**config.mk**
```make
export PLATFORM = sky130hd
export DESIGN_NAME = mux_gate_unit_flat
export DESIGN_NICKNAME = d
export VERILOG_FILES = /design/src/rtl/mux_gate_unit_if.sv /design/src/rtl/mux_gate_unit.sv /design/src/flat_wrapper.sv
export SDC_FILE = /design/constraint.sdc
export NUM_CORES = 1
export LEC_CHECK = 0
export CAP_MARGIN = 20
export CELL_PAD_IN_SITES_DETAIL_PLACEMENT = 1
export CELL_PAD_IN_SITES_GLOBAL_PLACEMENT = 1
export CORE_ASPECT_RATIO = 1.4
export CORE_MARGIN = 4
export CORE_UTILIZATION = 32
export DETAILED_ROUTE_END_ITERATION = 6
export PLACE_DENSITY_LB_ADDON = 0.1
export SETUP_SLACK_MARGIN = 0.2
export SKIP_CTS_REPAIR_TIMING = 1
export SLEW_MARGIN = 5
export SYNTH_ARGS = -nofsm -noshare
export SYNTH_HDL_FRONTEND = slang
export SYNTH_SLANG_ARGS = --single-unit
```
**constraint.sdc**
```tcl
create_clock -name clk -period 2.4 [get_ports clk]
set_input_delay 0.24 -clock clk [delete_from_list [all_inputs] [get_ports clk]]
set_output_delay 0.24 -clock clk [all_outputs]
set_load 0.05 [all_outputs]
```
**src/rtl/mux_gate_unit_if.sv**
```systemverilog
// Operand/result handshake bundle for mux_gate_unit.
interface mux_gate_unit_if #(parameter int WIDTH = 8);
  logic             in_valid;
  logic             in_ready;
  logic [WIDTH-1:0] a;
  logic [WIDTH-1:0] b;
  logic [2:0]       op;
  logic             out_valid;
  logic             out_ready;
  logic [WIDTH-1:0] y;

  modport master (output in_valid, a, b, op, out_ready,
                  input  in_ready, out_valid, y);
  modport slave  (input  in_valid, a, b, op, out_ready,
                  output in_ready, out_valid, y);
endinterface

```
**src/rtl/mux_gate_unit.sv**
```systemverilog
// Bitwise 2-input logic unit built from 2:1 muxes over a 4-entry truth table, one-deep output register.
// Optional MUX_GATE_CUSTOM_TT_EN adds a writable truth table used by op=7.
module mux_gate_unit #(
  parameter int WIDTH = 8,
  parameter int CNT_W = 16
) (
  input  logic             clk,
  input  logic             rst,
  mux_gate_unit_if.slave   bus,
  input  logic             cfg_we,
  input  logic [3:0]       cfg_tt,
  output logic [CNT_W-1:0] txn_count
);
  localparam logic [0:0] EMPTY = 1'b0;
  localparam logic [0:0] FULL  = 1'b1;

  logic [0:0]       state_q, state_d;
  logic [WIDTH-1:0] y_q, y_d;
  logic [CNT_W-1:0] cnt_q, cnt_d;
  logic [3:0]       tt;
  logic [WIDTH-1:0] res;
  logic             accept, hs;

  assign bus.out_valid = (state_q == FULL);
  assign bus.in_ready  = !bus.out_valid || bus.out_ready;
  assign bus.y         = y_q;
  assign txn_count     = cnt_q;
  assign accept        = bus.in_valid && bus.in_ready;
  assign hs            = bus.out_valid && bus.out_ready;

`ifdef MUX_GATE_CUSTOM_TT_EN
  logic [3:0] cust_tt_q, cust_tt_d;

  // The write lands at the edge, so a beat accepted alongside it still sees the old table.
  assign cust_tt_d = cfg_we ? cfg_tt : cust_tt_q;

  always_ff @(posedge clk) begin
    if (rst) cust_tt_q <= 4'b0111;
    else     cust_tt_q <= cust_tt_d;
  end
`else
  logic unused_cfg;
  assign unused_cfg = ^{cfg_we, cfg_tt};
`endif

  always_comb begin
    tt = 4'b1000;
    case (bus.op)
      3'd0: tt = 4'b1000;
      3'd1: tt = 4'b1110;
      3'd2: tt = 4'b0111;
      3'd3: tt = 4'b0001;
      3'd4: tt = 4'b0110;
      3'd5: tt = 4'b1001;
      3'd6: tt = 4'b0011;
`ifdef MUX_GATE_CUSTOM_TT_EN
      3'd7: tt = cust_tt_q;
`else
      3'd7: tt = 4'b1100;
`endif
      default: tt = 4'b1000;
    endcase
  end

  // Table index is {a,b}: first mux on a picks the b=0/b=1 entries, final mux on b.
  for (genvar i = 0; i < WIDTH; i++) begin : g_bit
    logic lo, hi;
    assign lo     = bus.a[i] ? tt[2] : tt[0];
    assign hi     = bus.a[i] ? tt[3] : tt[1];
    assign res[i] = bus.b[i] ? hi : lo;
  end

  always_comb begin
    state_d = state_q;
    case (state_q)
      EMPTY:   state_d = accept ? FULL : EMPTY;
      FULL:    state_d = (hs && !accept) ? EMPTY : FULL;
      default: state_d = EMPTY;
    endcase
  end

  assign y_d   = accept ? res : y_q;
  assign cnt_d = hs ? cnt_q + CNT_W'(1) : cnt_q;

  always_ff @(posedge clk) begin
    if (rst) begin
      state_q <= EMPTY;
      y_q     <= '0;
      cnt_q   <= '0;
    end else begin
      state_q <= state_d;
      y_q     <= y_d;
      cnt_q   <= cnt_d;
    end
  end
endmodule

```
**src/flat_wrapper.sv**
```systemverilog
// flat-port wrapper written by rule: the top's interface ports become plain ports
module mux_gate_unit_flat 
#(
  parameter int WIDTH = 8,
  parameter int CNT_W = 16
)
  (clk, rst, cfg_we, cfg_tt, txn_count, bus_in_valid, bus_a, bus_b, bus_op, bus_out_ready, bus_in_ready, bus_out_valid, bus_y);
  mux_gate_unit_if #(.WIDTH(WIDTH)) bus_i ();
  input  logic clk;
  input  logic rst;
  input  logic cfg_we;
  input  logic [3:0] cfg_tt;
  output logic [CNT_W-1:0] txn_count;
  input wire logic [$bits(bus_i.in_valid)-1:0] bus_in_valid;
  input wire logic [$bits(bus_i.a)-1:0] bus_a;
  input wire logic [$bits(bus_i.b)-1:0] bus_b;
  input wire logic [$bits(bus_i.op)-1:0] bus_op;
  input wire logic [$bits(bus_i.out_ready)-1:0] bus_out_ready;
  output wire logic [$bits(bus_i.in_ready)-1:0] bus_in_ready;
  output wire logic [$bits(bus_i.out_valid)-1:0] bus_out_valid;
  output wire logic [$bits(bus_i.y)-1:0] bus_y;
  assign bus_i.in_valid = bus_in_valid;
  assign bus_i.a = bus_a;
  assign bus_i.b = bus_b;
  assign bus_i.op = bus_op;
  assign bus_i.out_ready = bus_out_ready;
  assign bus_in_ready = bus_i.in_ready;
  assign bus_out_valid = bus_i.out_valid;
  assign bus_y = bus_i.y;
  mux_gate_unit #(.WIDTH(WIDTH), .CNT_W(CNT_W)) u_core (.clk(clk), .rst(rst), .bus(bus_i), .cfg_we(cfg_we), .cfg_tt(cfg_tt), .txn_count(txn_count));
endmodule
```
==> flow_summary_export.csv, run 1 <==
group,metric,value,unit
timing,hold-worst-slack,0.5085,ns
placed_design,port-buffer-count,48,
setup_path,critPathMaxFanout,7,
yosys,postSynthNetCount,207,
layout,final_common_cell,"clkdlybuf4s50_1",
yosys,post_synth_instance_area,0.001468,mm²
timing,timing.clock.skew,0.001578,ns
yosys,postSynthCellCount,176,
route,detail_route.vias_per_cell,5.507,
timing,finalCriticalPeriod,2.059,ns
timing,fmax,485.7,MHz
die,floorplan.die_area,0.005749,mm²
die,core_area,0.004344,mm²
clocking,tritoncts_clock_tree,"built",
clocking,worstSkewPairLatency,0.27,ns
setup_path,critical_path_startpoint_category,"input port",
yosys,syn_avg_cell_area,8.339,µm²
global_route,total_global_routing_overflow,0,
timing,setup_viol,0,
global_route,number_of_antenna_violations_at_the_first_check_in_global_routing,0,
setup_path,path_cells,"clkdlybuf4s50_1, inv_1, ha_1, mux2i_1, nor2_1, a2111oi_0, nor4_1",
timing,post-route-period-util,0.8580,
layout,antenna-diode-count,0,
setup_path,critPathKind,"in -> reg",
yosys,synth_largest_area_cell,"dfxtp_1",
route,detail-route-antenna-nets,0,
route,detail_route.iter0.violations,40,
die,io_pins,54,
flow_run,drv_cap,0,
setup_path,critical_path.endpoint_type,"flip-flop",
global_route,grt_max_degree,15,
layout,final_cell_mix,"47 x clkdlybuf4s50_1, 25 x dfxtp_1, 24 x nor2_1",
die,die_width,65.24,µm
route,drtPass1Iterations,4,
setup_path,crit_path_top_delay_cell,"clkdlybuf4s50_1",
timing,tns,0,ns
timing,rsz0062_at_grt,"false",
clocking,tritoncts.num_buffers,3,
yosys,ys_top_cells_by_area,"dfxtp_1 34%, xor2_1 8.4%, nor2_1 6.1%, a2111oi_0 4.8%, a211oi_1 4.1%",
layout,nets,258,
timing,tightestPinTransition,0.5034,ns
global_route,tot_gr_track_use,0.1559,
timing,final_hold_viol_count,0,
clocking,cts-root-buf,"clkbuf_8",
route,routed_wire_length_per_instance,15.48,µm
power,power.density_cell_area,456.4,mW/mm²
power,power_leakage,0.0007725,µW
yosys,synth-seq-area-share,0.3410,
yosys,synth-main-ff-cell,"dfxtp_1",
clocking,tritoncts_num_sinks,25,
route,drcViolationCount,0,
power,vdd.ir_drop.worst,0.1798,mV
die,fp-row-count,28,
hold_path,worstHoldPathType,"reg -> reg",
setup_path,critical_path_arrival,2.20,ns
setup_path,timing.critical_path.buf_inv,2,
placed_design,detailed_place_hpwl,3569,µm
clocking,cts_max_level,1,
global_route,grt_pass1_vias,1652,
placed_design,routabilityCongestion,0.8521,
yosys,ys_types,31,
yosys,yosysTopAreaCellShare,0.3410,
yosys,async_reset_ff_frac,0,
global_route,grt_pass1_wl,7272,µm
run_status,status,"completed",
yosys,synthesis_warning_total,0,
route,drt_wl_total,4427,µm
route,vias,1575,
layout,area_growth,41.60,%
setup_path,cpPeakStageDelay,0.48,ns
die,die_h,88.13,µm
layout,layout-drive-gt1-share,0.06637,
yosys,synth.ff_latch_count,25,
timing,max_slew_margin,0.6633,
die,initial_utilization,0.3378,
clocking,path_clk_slew,0.08,ns
clocking,cts_max_path_buffers,2,
yosys,synth_enable_flop_cells,0,
setup_path,critical_path.top_delay_family,"buffers and inverters",
setup_path,required,2.54,ns
timing,max_slew_violation_total_from_the_final_report,0,
==> worst paths after layout <==
check / start / to / slack [ns] / cells after the start
setup reg to reg: u_core.txn_count[4]$_SDFFE_PP0P_ / u_core.txn_count[11]$_SDFFE_PP0P_ / 0.74 / 4
hold / removal: u_core.txn_count[15]$_SDFFE_PP0P_ / u_core.txn_count[15]$_SDFFE_PP0P_ / 0.51 / 2
hold reg to reg: u_core.txn_count[15]$_SDFFE_PP0P_ / u_core.txn_count[15]$_SDFFE_PP0P_ / 0.51 / 2
setup / recovery: bus_op[0] / u_core.bus.y[0]$_SDFFE_PP0P_ / 0.34 / 7
==> cell usage after synthesis, types with 4 or more instances <==
| library cell | number |
|---|---|
| clkbuf_1 | 5 |
| a21o_1 | 4 |
| a2111oi_0 | 8 |
| and4_1 | 4 |
| a211oi_1 | 8 |
| dfxtp_1 | 25 |
| o21bai_1 | 4 |
| nand4_1 | 4 |
| o211ai_1 | 4 |
| nand3_1 | 10 |
| mux2i_1 | 5 |
| xor2_1 | 14 |
| nor4_1 | 4 |
| buf_2 | 4 |
| o21ai_0 | 6 |
| a21oi_1 | 8 |
| nor2_1 | 24 |
| nand2_1 | 8 |
| a311oi_1 | 4 |
==> sequential cells by signal, indices dropped and copies added, names as in the netlist <==
register	flops
u_core.bus.out_valid	1
u_core.bus.y	8
u_core.txn_count	16
==> through the flow <==
step | utilization | worst slack (ns) | cells | power [µW] | cell area (µm²)
floorplan | - | 0.5070 | 176 | 590.1 | 1468
global placement | 0.4675 | 0.1308 | 282 | 697.7 | 2031
detailed placement | 0.4675 | 0.03523 | 282 | 707.8 | 2031
CTS | 0.4778 | 0.3153 | 286 | 958.5 | 2076
global route | 0.4784 | 0.2191 | 286 | 993.9 | 2078
finish | 0.4784 | 0.3409 | 286 | 948.5 | 2078
==> final cells by class <==
class,count,area (µm²)
fillers,547,2266
multi-input cells,138,908.4
repair buffers,56,538.0
flip-flops and latches,25,500.5
well taps,60,75.07
clock buffers,4,45.04
inverters,3,11.26
==> report_power, final <==
| part | leakage, µW | internal [µW] | total [µW] | switching, µW |
|---|---|---|---|---|
| clock network | 0.0000228 | 119 | 250 | 131 |
| registers | 0.000204 | 430 | 441 | 10.9 |
| logic | 0.000546 | 108 | 258 | 150 |
==> kinds of logic (layout without fill, tap and decap cells) <==
| group | Yosys count | after routing | synth area share |
|---|---|---|---|
| AO/OA/AOI/OAI | 49 | 49 | 0.2370 |
| multiplexers | 5 | 5 | 0.03410 |
| adder cells (fa/ha/maj) | 3 | 3 | 0.02558 |
| AND/OR/NAND/NOR | 67 | 67 | 0.2370 |
| buffers and inverters | 13 | 63 | 0.04177 |
| flip-flops | 25 | 25 | 0.3410 |
| XOR/XNOR | 14 | 14 | 0.08355 |
==> worst min-delay path: cells and delay by family, from the launching register on <==
family / cells / cell delay (ns)
flip-flops: 1 / 0.34
AO/OA/AOI/OAI: 2 / 0.13
==> routing by layer <==
| layer | global-route usage | wire, µm | vias to the layer above |
|---|---|---|---|
| met3 | 0.02054 | 177 | 11 |
| met4 | 0.07736 | 110 | 0 |
| met1 | 0.1597 | 1727 | 757 |
| met5 | 0 | 0 | - |
| met2 | 0.3032 | 2411 | 49 |
| li1 | - | - | 758 |
Note: power is estimated with default switching activity, not from simulation.
==> run 2: changes to the inputs <==
REMOVE_ABC_BUFFERS = 1   (was default)
SKIP_CTS_REPAIR_TIMING = default   (was 1)
==> run 2 against run 1 <==
  * Sequential share of layout area is 0.072 points lower
  * Non-clock buffer count increased by 1
  * Highest routed layer unchanged
  * Clock skew about the same
  * Wire length fell by 0.75%
  * Flip-flop and latch count did not move
==> flow_summary_export.csv, run 2 (same netlist as run 1, synthesis figures left out) <==
group,metric,value,unit
hold_path,worstHoldStart,"u_core.txn_count[15]$_SDFFE_PP0P_",
global_route,tot_gr_track_use,0.1626,
placed_design,detailed_place_hpwl,3502,µm
timing,worst_setup_slack_after_layout,0.4223,ns
setup_path,cpPeakStageDelay,0.48,ns
timing,max_slew_margin,0.6094,
setup_path,critical_path.reg2reg.startpoint,"u_core.txn_count[3]$_SDFFE_PP0P_",
flow_run,drv_cap,0,
route,detail_route.iter0.violations,46,
die,initial_utilization,0.3378,
power,vdd.ir_drop.worst,0.2091,mV
setup_path,critical_path_arrival,2.15,ns
die,die_h,88.13,µm
route,drcViolationCount,0,
timing,finalCriticalPeriod,1.978,ns
hold_path,worstHoldPathType,"reg -> reg",
clocking,cts_max_level,1,
layout,final_common_cell,"clkdlybuf4s50_1",
setup_path,worstSetupStartpoint,"bus_op[0]",
clocking,tritoncts.num_buffers,3,
clocking,post_cts_resized,0,
setup_path,critPathMaxFanout,5,
die,fp-row-count,28,
die,floorplan.die_area,0.005749,mm²
layout,nets,259,
route,routed_wire_length_per_instance,15.31,µm
clocking,worstSkewPairLatency,0.27,ns
clocking,path_clk_slew,0.08,ns
clocking,cts_max_path_buffers,2,
power,power_leakage,0.0007774,µW
power,finalPower,948.4,µW
setup_path,critical_path_startpoint_category,"input port",
clocking,post_cts.repair.setup_buffers,0,
global_route,number_of_antenna_violations_at_the_first_check_in_global_routing,0,
timing,fmax,505.6,MHz
placed_design,port-buffer-count,48,
clocking,tritoncts_clock_tree,"built",
power,power.density_cell_area,455.0,mW/mm²
clocking,tritoncts_num_sinks,25,
placed_design,preCtsSetupSlack,-0.009557,ns
die,die_width,65.24,µm
timing,setup_viol,0,
route,vias,1553,
timing,timing.clock.skew,0.001250,ns
global_route,total_global_routing_overflow,0,
layout,largest_reg_flops,16,
timing,rsz0062_at_grt,"false",
run_status,status,"completed",
setup_path,path_cells,"clkdlybuf4s50_1, inv_1, ha_1, nor2_1, a21oi_1, buf_4, o21ai_0, a311oi_1",
route,drtPass1Iterations,4,
placed_design,routabilityCongestion,0.8566,
layout,area_growth,42.03,%
setup_path,critical_path.endpoint_type,"flip-flop",
layout,multiInputGateArea,907.1,µm²
global_route,grt_pass1_wl,7417,µm
clocking,cts_hold_repair.buffers,0,
timing,tns,0,ns
route,detail-route-antenna-nets,0,
layout,final_cell_mix,"47 x clkdlybuf4s50_1, 25 x dfxtp_1, 24 x nor2_1",
die,core_area,0.004344,mm²
route,drt_wl_total,4394,µm
layout,seq_area,500.5,µm²
global_route,grt_max_degree,15,
route,detail_route.vias_per_cell,5.411,
layout,fillers,542,
layout,layout-drive-gt1-share,0.07048,
timing,max_slew_violation_total_from_the_final_report,0,
setup_path,crit_path_top_delay_cell,"clkdlybuf4s50_1",
setup_path,required,2.57,ns
timing,post-route-period-util,0.8240,
setup_path,critPathKind,"in -> reg",
die,io_pins,54,
timing,tightestPinTransition,0.5841,ns
timing,final_hold_viol_count,0,
global_route,grt_pass1_vias,1683,
clocking,cts-root-buf,"clkbuf_8",
layout,antenna-diode-count,0,
[run 2: changes by cell type in the layout (fill, tap and decap cells not counted)]
cell,before,now
a2111oi_0,6,7
buf_4,9,10
a2111oi_1,2,1
[run 2: cell type report]
cell class,count,area share
Timing Repair Buffer,57,0.2617
Inverter,3,0.005402
Multi-Input combinational cell,138,0.4352
Clock buffer,4,0.02161
Tap cell,60,0.03601
Sequential cell,25,0.2401
[run 2: per-stage QoR]
| step | cell area, µm² | utilization | hold WS (ns) | cells |
|---|---|---|---|---|
| 6_report | 2085 | 0.4798 | 0.4895 | 287 |
| 5_1_grt | 2085 | 0.4798 | 0.5107 | 287 |
| 4_1_cts | 2083 | 0.4796 | 0.4927 | 287 |
| 3_5_place_dp | 2038 | 0.4692 | 0.4799 | 283 |
| 3_3_place_gp | 2038 | 0.4692 | 0.4600 | 283 |
| 2_1_floorplan | 1418 | - | 0.3091 | 166 |
[run 2: power by group]
| group | internal [µW] | switching, µW |
|---|---|---|
| Sequential | 430 | 9.85 |
| Clock | 119 | 130 |
| Combinational | 109 | 151 |
| Total | 657 | 291 |
[run 2: worst max-delay path, delay by kind of cell]
family	cells	cell delay [ns]
buf+inv	3	0.76
fa+ha+maj	1	0.34
simple gates	1	0.07
compound gates	3	0.74
[run 2: worst paths after layout]
kind	endpoint	slack [ns]	cells past startpoint
worst min register to register	u_core.txn_count[15]$_SDFFE_PP0P_	0.49	2
worst max register to register	u_core.txn_count[11]$_SDFFE_PP0P_	0.71	4
worst min-delay path	u_core.txn_count[15]$_SDFFE_PP0P_	0.49	2
worst max-delay path	u_core.bus.y[1]$_SDFFE_PP0P_	0.42	8
[run 2: layer usage]
| metal | GRT usage | up-vias | share of wire |
|---|---|---|---|
| met5 | 0 | - | 0 |
| met4 | 0.07547 | 0 | 0.026 |
| met3 | 0.02054 | 10 | 0.034 |
| met2 | 0.3152 | 38 | 0.53 |
| met1 | 0.1700 | 738 | 0.41 |
| li1 | - | 767 | - |
